## src/rtl/rng_pkg.sv

```systemverilog
// rtl/rng_pkg.sv - shared types, constants and LFSR step for the rng share controller
package rng_pkg;

    localparam int          LFSR_W       = 16;
    localparam logic [15:0] DEFAULT_SEED = 16'hACE1;

    typedef enum logic [1:0] {
        ST_LOAD,
        ST_WARMUP,
        ST_RUN
    } rng_state_t;

    // One LFSR advance; the only form in which the generator is stepped.
    function automatic logic [LFSR_W-1:0] lfsr_step(input logic [LFSR_W-1:0] q);
        return {q[14] ^ q[15], q[13:2], q[1] ^ q[15], q[0], q[15]};
    endfunction

endpackage

```

## src/rtl/rng_share_ctrl_if.sv

```systemverilog
// rtl/rng_share_ctrl_if.sv - requester-side bundle: req level in, grant pulse and random word out
//   req_in    : per-requester level request
//   grant_out : one-hot grant pulse
//   rand_out  : random word, valid with grant_out
interface rng_share_ctrl_if #(
    parameter int N_REQ = 4
);
    import rng_pkg::*;

    logic [N_REQ-1:0]  req_in;
    logic [N_REQ-1:0]  grant_out;
    logic [LFSR_W-1:0] rand_out;

    modport master (output req_in, input grant_out, input rand_out);
    modport slave  (input req_in, output grant_out, output rand_out);

endinterface

```

## src/rtl/rng_share_ctrl_rr_pick.sv

```systemverilog
// rtl/rng_share_ctrl_rr_pick.sv - combinational round-robin picker
//   req   : candidate vector
//   ptr   : highest-priority index
//   valid : any candidate present
//   idx   : first candidate at or after ptr, wrapping modulo N
module rr_pick #(
    parameter int N  = 4,
    parameter int IW = (N > 1) ? $clog2(N) : 1
) (
    input  logic [N-1:0]  req,
    input  logic [IW-1:0] ptr,
    output logic          valid,
    output logic [IW-1:0] idx
);

    // Scan from the farthest offset down so the nearest one to ptr wins.
    always_comb begin
        valid = 1'b0;
        idx   = '0;
        for (int k = N - 1; k >= 0; k--) begin
            if (req[(int'(ptr) + k) % N]) begin
                valid = 1'b1;
                idx   = IW'((int'(ptr) + k) % N);
            end
        end
    end

endmodule

```

## src/rtl/rng_share_ctrl.sv

```systemverilog
// rtl/rng_share_ctrl.sv - one LFSR noise source shared round-robin between N_REQ requesters
//   clk_in         : system clock
//   rst_in         : asynchronous active-high reset
//   seed_in        : seed, taken in LOAD
//   reseed_in      : pulse, reload seed and re-warm
//   bus            : req_in / grant_out / rand_out bundle
//   busy_out       : high during LOAD and WARMUP
//   draw_count_out : grants since last seed load
module rng_share_ctrl
    import rng_pkg::*;
#(
    parameter int          N_REQ    = 4,
    parameter int          WARMUP   = 16,
    parameter logic [15:0] ZERO_SUB = DEFAULT_SEED
) (
    input  logic               clk_in,
    input  logic               rst_in,
    input  logic [LFSR_W-1:0]  seed_in,
    input  logic               reseed_in,
    rng_share_ctrl_if.slave    bus,
    output logic               busy_out,
    output logic [15:0]        draw_count_out
);

    localparam int IW = $clog2(N_REQ);

    rng_state_t        state;
    logic [LFSR_W-1:0] lfsr;
    logic [IW-1:0]     rr_ptr;
    logic [15:0]       warm_cnt;
    logic [N_REQ-1:0]  grant_q;
    logic [LFSR_W-1:0] rand_q;

    logic              pick_valid;
    logic [IW-1:0]     pick_idx;

    assign bus.grant_out = grant_q;
    assign bus.rand_out  = rand_q;

    // Last cycle's grantee is masked so a requester still holding req
    // during its one-cycle drop lag is not served twice.
    rr_pick #(.N(N_REQ), .IW(IW)) u_pick (
        .req   (bus.req_in & ~grant_q),
        .ptr   (rr_ptr),
        .valid (pick_valid),
        .idx   (pick_idx)
    );

    always_ff @(posedge clk_in or posedge rst_in) begin
        if (rst_in) begin
            state          <= ST_LOAD;
            lfsr           <= ZERO_SUB;
            rr_ptr         <= '0;
            warm_cnt       <= '0;
            grant_q        <= '0;
            rand_q         <= '0;
            busy_out       <= 1'b1;
            draw_count_out <= '0;
        end else if (reseed_in) begin
            state    <= ST_LOAD;
            grant_q  <= '0;
            busy_out <= 1'b1;
        end else begin
            case (state)
                ST_LOAD: begin
                    lfsr           <= (seed_in == '0) ? ZERO_SUB : seed_in;
                    draw_count_out <= '0;
                    warm_cnt       <= '0;
                    grant_q        <= '0;
                    if (WARMUP > 0) begin
                        state <= ST_WARMUP;
                    end else begin
                        state    <= ST_RUN;
                        busy_out <= 1'b0;
                    end
                end
                ST_WARMUP: begin
                    lfsr     <= lfsr_step(lfsr);
                    warm_cnt <= warm_cnt + 16'd1;
                    if (warm_cnt == 16'(WARMUP - 1)) begin
                        state    <= ST_RUN;
                        busy_out <= 1'b0;
                    end
                end
                ST_RUN: begin
                    if (pick_valid) begin
                        grant_q        <= N_REQ'(1) << pick_idx;
                        rand_q         <= lfsr;
                        lfsr           <= lfsr_step(lfsr);
                        rr_ptr         <= (pick_idx == IW'(N_REQ - 1)) ? '0 : pick_idx + 1'b1;
                        draw_count_out <= draw_count_out + 16'd1;
                    end else begin
                        grant_q <= '0;
                    end
                end
                default: begin
                    state    <= ST_LOAD;
                    grant_q  <= '0;
                    busy_out <= 1'b1;
                end
            endcase
        end
    end

endmodule
```

## src/flat_wrapper.sv

```systemverilog
// flat-port wrapper written by rule: the top's interface ports become plain ports
module rng_share_ctrl_flat import rng_pkg::*;
#(
    parameter int          N_REQ    = 4,
    parameter int          WARMUP   = 16,
    parameter logic [15:0] ZERO_SUB = DEFAULT_SEED
)
  (clk_in, rst_in, seed_in, reseed_in, busy_out, draw_count_out, bus_req_in, bus_grant_out, bus_rand_out);
  rng_share_ctrl_if #(.N_REQ(N_REQ)) bus_i ();
  input  logic clk_in;
  input  logic rst_in;
  input  logic [LFSR_W-1:0] seed_in;
  input  logic reseed_in;
  output logic busy_out;
  output logic [15:0] draw_count_out;
  input wire logic [$bits(bus_i.req_in)-1:0] bus_req_in;
  output wire logic [$bits(bus_i.grant_out)-1:0] bus_grant_out;
  output wire logic [$bits(bus_i.rand_out)-1:0] bus_rand_out;
  assign bus_i.req_in = bus_req_in;
  assign bus_grant_out = bus_i.grant_out;
  assign bus_rand_out = bus_i.rand_out;
  rng_share_ctrl #(.N_REQ(N_REQ), .WARMUP(WARMUP), .ZERO_SUB(ZERO_SUB)) u_core (.clk_in(clk_in), .rst_in(rst_in), .seed_in(seed_in), .reseed_in(reseed_in), .bus(bus_i), .busy_out(busy_out), .draw_count_out(draw_count_out));
endmodule
```

## config.mk

```make
export PLATFORM = sky130hd
export DESIGN_NAME = rng_share_ctrl_flat
export DESIGN_NICKNAME = d
export VERILOG_FILES = /design/src/rtl/rng_pkg.sv /design/src/rtl/rng_share_ctrl_if.sv /design/src/rtl/rng_share_ctrl_rr_pick.sv /design/src/rtl/rng_share_ctrl.sv /design/src/flat_wrapper.sv
export SDC_FILE = /design/constraint.sdc
export NUM_CORES = 1
export LEC_CHECK = 0
export ABC_AREA = 1
export CORE_UTILIZATION = 55
export DETAILED_ROUTE_END_ITERATION = 8
export DONT_BUFFER_PORTS = 1
export GPL_TIMING_DRIVEN = 0
export PLACE_DENSITY = 0.7
export SLEW_MARGIN = 20
export SYNTH_ARGS = -nofsm -noshare
export SYNTH_HDL_FRONTEND = slang
export SYNTH_SLANG_ARGS = --single-unit
```

## constraint.sdc

```tcl
create_clock -name clk_in -period 2.8 [get_ports clk_in]
set_input_delay 0.28 -clock clk_in [delete_from_list [all_inputs] [get_ports clk_in]]
set_output_delay 0.28 -clock clk_in [all_outputs]
set_load 0.02 [all_outputs]
```

# After elaboration in Yosys (flattened, before gate mapping)

Cells that the tools add are included.

Add/sub/neg operators: 6
Magnitude comparators: 4
Reduce and logical (&&, ||, !) cells: 15
Multiplexer cells: 35
Eq/ne operators: 9
Shifts and indexed selects: 1
Bitwise logic cells: 8

Operators with widths:

| cell                                                                 | count |
|---|---|
| 16-bit one-hot mux with 2 select lines                               | 2 |
| 16-bit 2-to-1 mux                                                    | 3 |
| 16-bit one-hot mux with 3 select lines                               | 1 |
| 16-bit by 1-bit adder with 16-bit output, second input constant      | 2 |
| 16-bit by 4-bit == test with 1-bit output, second input constant     | 1 |
| 16-bit zero test                                                     | 1 |
| 2-bit 2-to-1 mux                                                     | 7 |
| 1-bit 2-to-1 mux                                                     | 13 |
| 3-bit by 4-bit < comparator with 1-bit output, second input constant | 3 |
| 3-bit AND reduction                                                  | 3 |
| 1-bit binary-select mux with 2-bit select                            | 4 |
| 4-bit 2-to-1 mux                                                     | 2 |
| 4-bit one-hot mux with 2 select lines                                | 1 |
| 2-bit OR reduction                                                   | 4 |
| 2-bit one-hot mux with 3 select lines                                | 1 |
| 2-bit AND reduction                                                  | 3 |
| 2-bit by 1-bit adder with 2-bit output, second input constant        | 2 |
| 2-bit adder, second input constant                                   | 2 |
| 4-bit AND                                                            | 1 |
| 2-bit == test, second input constant                                 | 2 |
| 2-bit by 1-bit != test with 1-bit output, second input constant      | 2 |
| 2-bit != test, second input constant                                 | 2 |
| 4-bit inverter                                                       | 1 |
| 2-bit nonzero test                                                   | 2 |
| other kinds (10)                                                     | 13 |

Logic and storage cells: 86
Flip-flop bits (word level): 73

# Logic depth before layout (Yosys ltp)

Depth after elaboration: 14
Mapped depth: 15
Gate-level depth less buffers: 14

# Modules after synthesis

From an unflattened synthesis, not the netlist that was laid out.

Cells, all modules: 553
Area total of the unflattened synthesis: 4,212.8 um^2

Modules (own cells, without submodules):

| module         | times used | area each (um^2) | cells an instance |
|---|---|---|---|
| rng_share_ctrl | 1          | 4,000.1          | 507 |
| rr_pick        | 1          | 212.7            | 46 |

# Least setup slack after synthesis

OpenSTA, ideal clock, no wires.

Path kind: reg2reg
Start point: register u_core.state[0]
End point: register u_core.lfsr[1]
Setup slack: 1.049 ns
Stages on the path, launching flop included: 11
Setup time: 0.117 ns
Clock period less this slack: 1.751 ns
Path buffers: 1
Arrival time: 1.634 ns
Path through: dfrtp_1 > inv_1 > ha_1 > inv_1 > nor2_2 > inv_1 > nand2_2 > nand2_2 > buf_4 > nand2_1 > nand2_1

Word-level cells in the longest chain between the ends: 3

Ends and longest elaborated chain:

| item                                                                                                   | line                 | RTL |
|---|---|---|
| start, declared                                                                                        | rng_share_ctrl.sv:27 | `rng_state_t state;` |
| start signal, assigned                                                                                 | rng_share_ctrl.sv:51 | `state <= ST_LOAD;` |
| start signal, assigned                                                                                 | rng_share_ctrl.sv:60 | `state <= ST_LOAD;` |
| start signal, assigned                                                                                 | rng_share_ctrl.sv:71 | `state <= ST_WARMUP;` |
| 2-bit == test (tied with other cells)                                                                  | rng_share_ctrl.sv:64 | `case (state)` |
| 2-bit by 1-bit != test with 1-bit output (no source line) / 3-bit nonzero test (equally long branches) | --                   |  |
| 3-bit AND reduction (no source line)                                                                   | --                   |  |
| end signal, assigned                                                                                   | rng_share_ctrl.sv:66 | `lfsr <= (seed_in == '0) ? ZERO_SUB : seed_in;` |
| end signal, assigned                                                                                   | rng_share_ctrl.sv:78 | `lfsr <= lfsr_step(lfsr);` |
| end signal, assigned                                                                                   | rng_share_ctrl.sv:89 | `lfsr <= lfsr_step(lfsr);` |
| end, declared                                                                                          | rng_share_ctrl.sv:28 | `logic [LFSR_W-1:0] lfsr;` |

Parallel ways exist; a longest one is shown, timed or not.
A chain may end at the register's enable or synchronous reset.

# Final worst setup path

Start point: register u_core.state[0]
End point: register u_core.rand_q[11] (netlist: u_core.bus.rand_out[11])

Word-level cells in the longest chain between the ends: 2

Ends and longest elaborated chain:

| item                                 | line                 | RTL |
|---|---|---|
| 2-bit == test                        | rng_share_ctrl.sv:64 |  |
| 3-bit AND reduction (no source line) | --                   |  |
| end signal, assigned                 | rng_share_ctrl.sv:88 | `rand_q <= lfsr;` |
| end, declared                        | rng_share_ctrl.sv:32 | `logic [LFSR_W-1:0] rand_q;` |

Every way passes these cells.

==> summary.txt <==
Die
  • Die width: 89.2 um
  • I/O pin count: 60
  • CORE AREA: 0.00729 mm^2
  • Site Rows: 31
  • Die area: 0.00795 mm^2
  • Starting Density: 0.573
  • Die span in y: 89.2 um

Global routing
  • Total overflow reported by the global router: 0
  • Initial antenna violation count: 0
  • Vias in the first global route: 3,425
  • Largest net degree at the start of global routing: 58
  • Total track usage: 0.259
  • Global-route wire length before repair: 15,800 um

Logic synthesis
  • Count of different cell masters after synthesis: 33
  • Sequential share of the synthesized area: 0.440
  • Ys Warns: 0
  • Synthesized netlist cell count: 568
  • Post-Syn Area: 0.00418 mm^2
  • Avg Inst Size Synth: 7.36 um^2
  • Syn Nets: 601
  • Flops & latches, synth: 73

Clock network
  • Clock latency on the worst-skew pair: 0.34 ns
  • H-tree levels: 3
  • CTS tree: yes
  • Clock root buffer: clkbuf_8
  • CTS Sinks: 73
  • CTS Buffer Depth: 2
  • TritonCTS Buffers: 9
  • Clock transition at path regs: 0.07 ns

Setup path
  • Worst EP arrival: 2.43 ns
  • Worst setup SP type: register
  • Cells along the critical path: inv_1 -> ha_1 -> inv_1 -> nor2_2 -> inv_1 -> a21oi_2 -> buf_2 -> nand2_1 -> nand2_1
  • Kind of critical path: register to register
  • CP Capture Type: register
  • CP required: 3.08 ns
  • Worst path most repeated cell: inv_1
  • Crit path largest cell delay: 0.39 ns
  • Critical-path top delay cell: dfrtp_1
  • Crit-path max FO: 10

Status
  • Status: finished clean

Drt
  • Avg WL per Cell: 13.7 um
  • Routed wire length: 9380 um
  • Post-route ant nets: 0
  • Vias: 3,681
  • Remaining DRCs: 0
  • First-pass iteration count of the detailed router: 4
  • DR iter-0 viols: 193
  • Vias per Instance: 5.37

STA
  • Setup Viol. Count Final: 0
  • Achievable Freq: 465 MHz
  • Fin. Hold Viols: 0
  • Final slew viol count: 0
  • Slew headroom: 0.700
  • Min Tclk post-route: 2.15 ns
  • Clk_skew: 0.00793 ns
  • Actual slew at the worst max-slew pin: 0.451 ns
  • Crit share post-route: 0.768
  • RSZ-0062 raised after global routing: no

Final layout
  • Synth-to-Final Area Change: 7.64%
  • Fin cells: 685
  • Commonest non-fill, non-tap cell in the layout: nand2_1
  • Nets@finish: 614
  • ANT cells: 0
  • Most frequent cells in the layout: nand2_1 (198), dfrtp_1 (64), nor2_1 (62)
  • Filler cell count: 695
  • Proportion of layout cells with a drive suffix above 1: 0.0939

Pwr
  • Static Leak: 2.26 nW
  • Max VDD drop: 0.000346 V
  • Total Power: 0.00245 W
  • Pwr per Cell Area: 544 mW/mm^2

Job
  • Max_cap viols: 0

Place
  • HPWL after DPL: 6900 um
  • Placed Cells: 668
  • IO buf count: 0
  • Routability congestion estimate: 0.900

Hold path
  • Worst hold path type: primary input to register
==> worst max-delay path, delay by kind of cell (launching register included) <==
kind | cells | cell delay (ns)
fa+ha+maj | 1 | 0.30
compound gates | 1 | 0.29
flops | 1 | 0.39
simple gates | 3 | 0.37
buf+inv | 4 | 0.74
==> registers in the layout (all words and copies together) (netlist names) <==
name,cells
u_core.bus.rand_out,16
u_core.draw_count_out,16
u_core.lfsr,16
u_core.warm_cnt,16
u_core.bus.grant_out,4
u_core.rr_ptr,2
u_core.state,2
u_core.busy_out,1
==> where the power goes <==
group | internal (W) | switching (W) | total [W]
registers | 0.00119 | 0.000108 | 0.00130
logic | 0.000152 | 0.000299 | 0.000450
clock network | 0.000317 | 0.000384 | 0.000701
total | 0.00166 | 0.000790 | 0.00245
==> Yosys cell counts <==
library cell,number,area [um^2]
a21oi_1,14,70.1
a21oi_2,1,8.76
a22oi_1,2,15.0
a31oi_1,1,6.26
buf_2,4,20.0
buf_4,2,15.0
buf_6,6,67.6
clkbuf_1,5,18.8
clkinv_1,1,3.75
dfrtp_1,64,1600
dfstp_2,9,236
ha_1,10,125
inv_1,49,184
inv_4,1,6.26
nand2_1,198,743
nand2_2,5,31.3
nand2_4,1,11.3
nand3_1,59,295
nand3_2,2,20.0
nand3_4,1,17.5
nand4_1,9,56.3
nor2_1,62,233
nor2_2,2,12.5
nor2_4,2,22.5
nor3_1,6,30.0
nor4_1,1,6.26
o21ai_0,31,155
o22a_1,1,8.76
o22ai_1,4,25.0
or2_2,3,18.8
xnor2_1,1,8.76
xnor2_2,1,16.3
xor2_1,10,87.6
==> through the flow <==
| stage | hold WS, ns | util | worst slack, ns | instance area (um^2) | TNS, ns |
|---|---|---|---|---|---|
| 6_report | 0.157 | 0.617 | 0.650 | 4500 | 0 |
| 5_1_grt | 0.175 | 0.617 | 0.410 | 4500 | 0 |
| 2_1_floorplan | 0.442 | - | 0.682 | 4180 | 0 |
| 3_3_place_gp | 0.453 | 0.590 | -0.165 | 4300 | -10.25 |
| 3_5_place_dp | 0.111 | 0.594 | 0.695 | 4330 | 0 |
| 4_1_cts | 0.153 | 0.617 | 0.669 | 4500 | 0 |
==> worst paths after layout <==
kind	from	to	slack [ns]	depth (start not counted)
worst max-delay path	u_core.state[0]	u_core.bus.rand_out[11]	0.65	9
worst min-delay path	reseed_in	u_core.state[0]	0.16	3
worst max register to register	u_core.state[0]	u_core.bus.rand_out[11]	0.65	9
worst min register to register	u_core.lfsr[13]	u_core.lfsr[13]	0.46	2
max in group asynchronous	rst_in	u_core.lfsr[0]	1.85	3
min in group asynchronous	rst_in	u_core.warm_cnt[8]	0.35	2
==> what timing repair did <==
action	4_1_cts	5_1_grt
hold buffers	1	0
buffers inserted	0	0
gates resized for setup	0	0
endpoints found under the hold margin	16	0
==> per-layer routing <==
layer  GRT usage  share of wire  up-vias
met2       0.410           0.45      112
met4      0.0823          0.010        0
met1       0.353           0.47     1723
li1            -              -     1837
met3      0.0591          0.065        9
met5           0              0        -
==> logic make-up (layout without fill, tap and decap cells) <==
family	Yosys count	in the layout	share of synthesized area
flops	73	73	0.440
fa+ha+maj	10	10	0.0299
simple gates	351	351	0.358
buf+inv	68	86	0.0755
xor+xnor	12	12	0.0270
compound gates	54	54	0.0692
==> final cells by class <==
| type | instances | area [um^2] | area share |
|---|---|---|---|
| Clock buffer | 12 | 135 | 0.0301 |
| Tap cell | 99 | 124 | 0.0275 |
| Timing Repair Buffer | 2 | 37.5 | 0.00835 |
| Multi-Input combinational cell | 427 | 2020 | 0.450 |
| Clock inverter | 4 | 20.0 | 0.00445 |
| Inverter | 51 | 196 | 0.0437 |
| Buffer | 17 | 121 | 0.0270 |
| Sequential cell | 73 | 1840 | 0.409 |
Power figures use the tool's default switching activity.
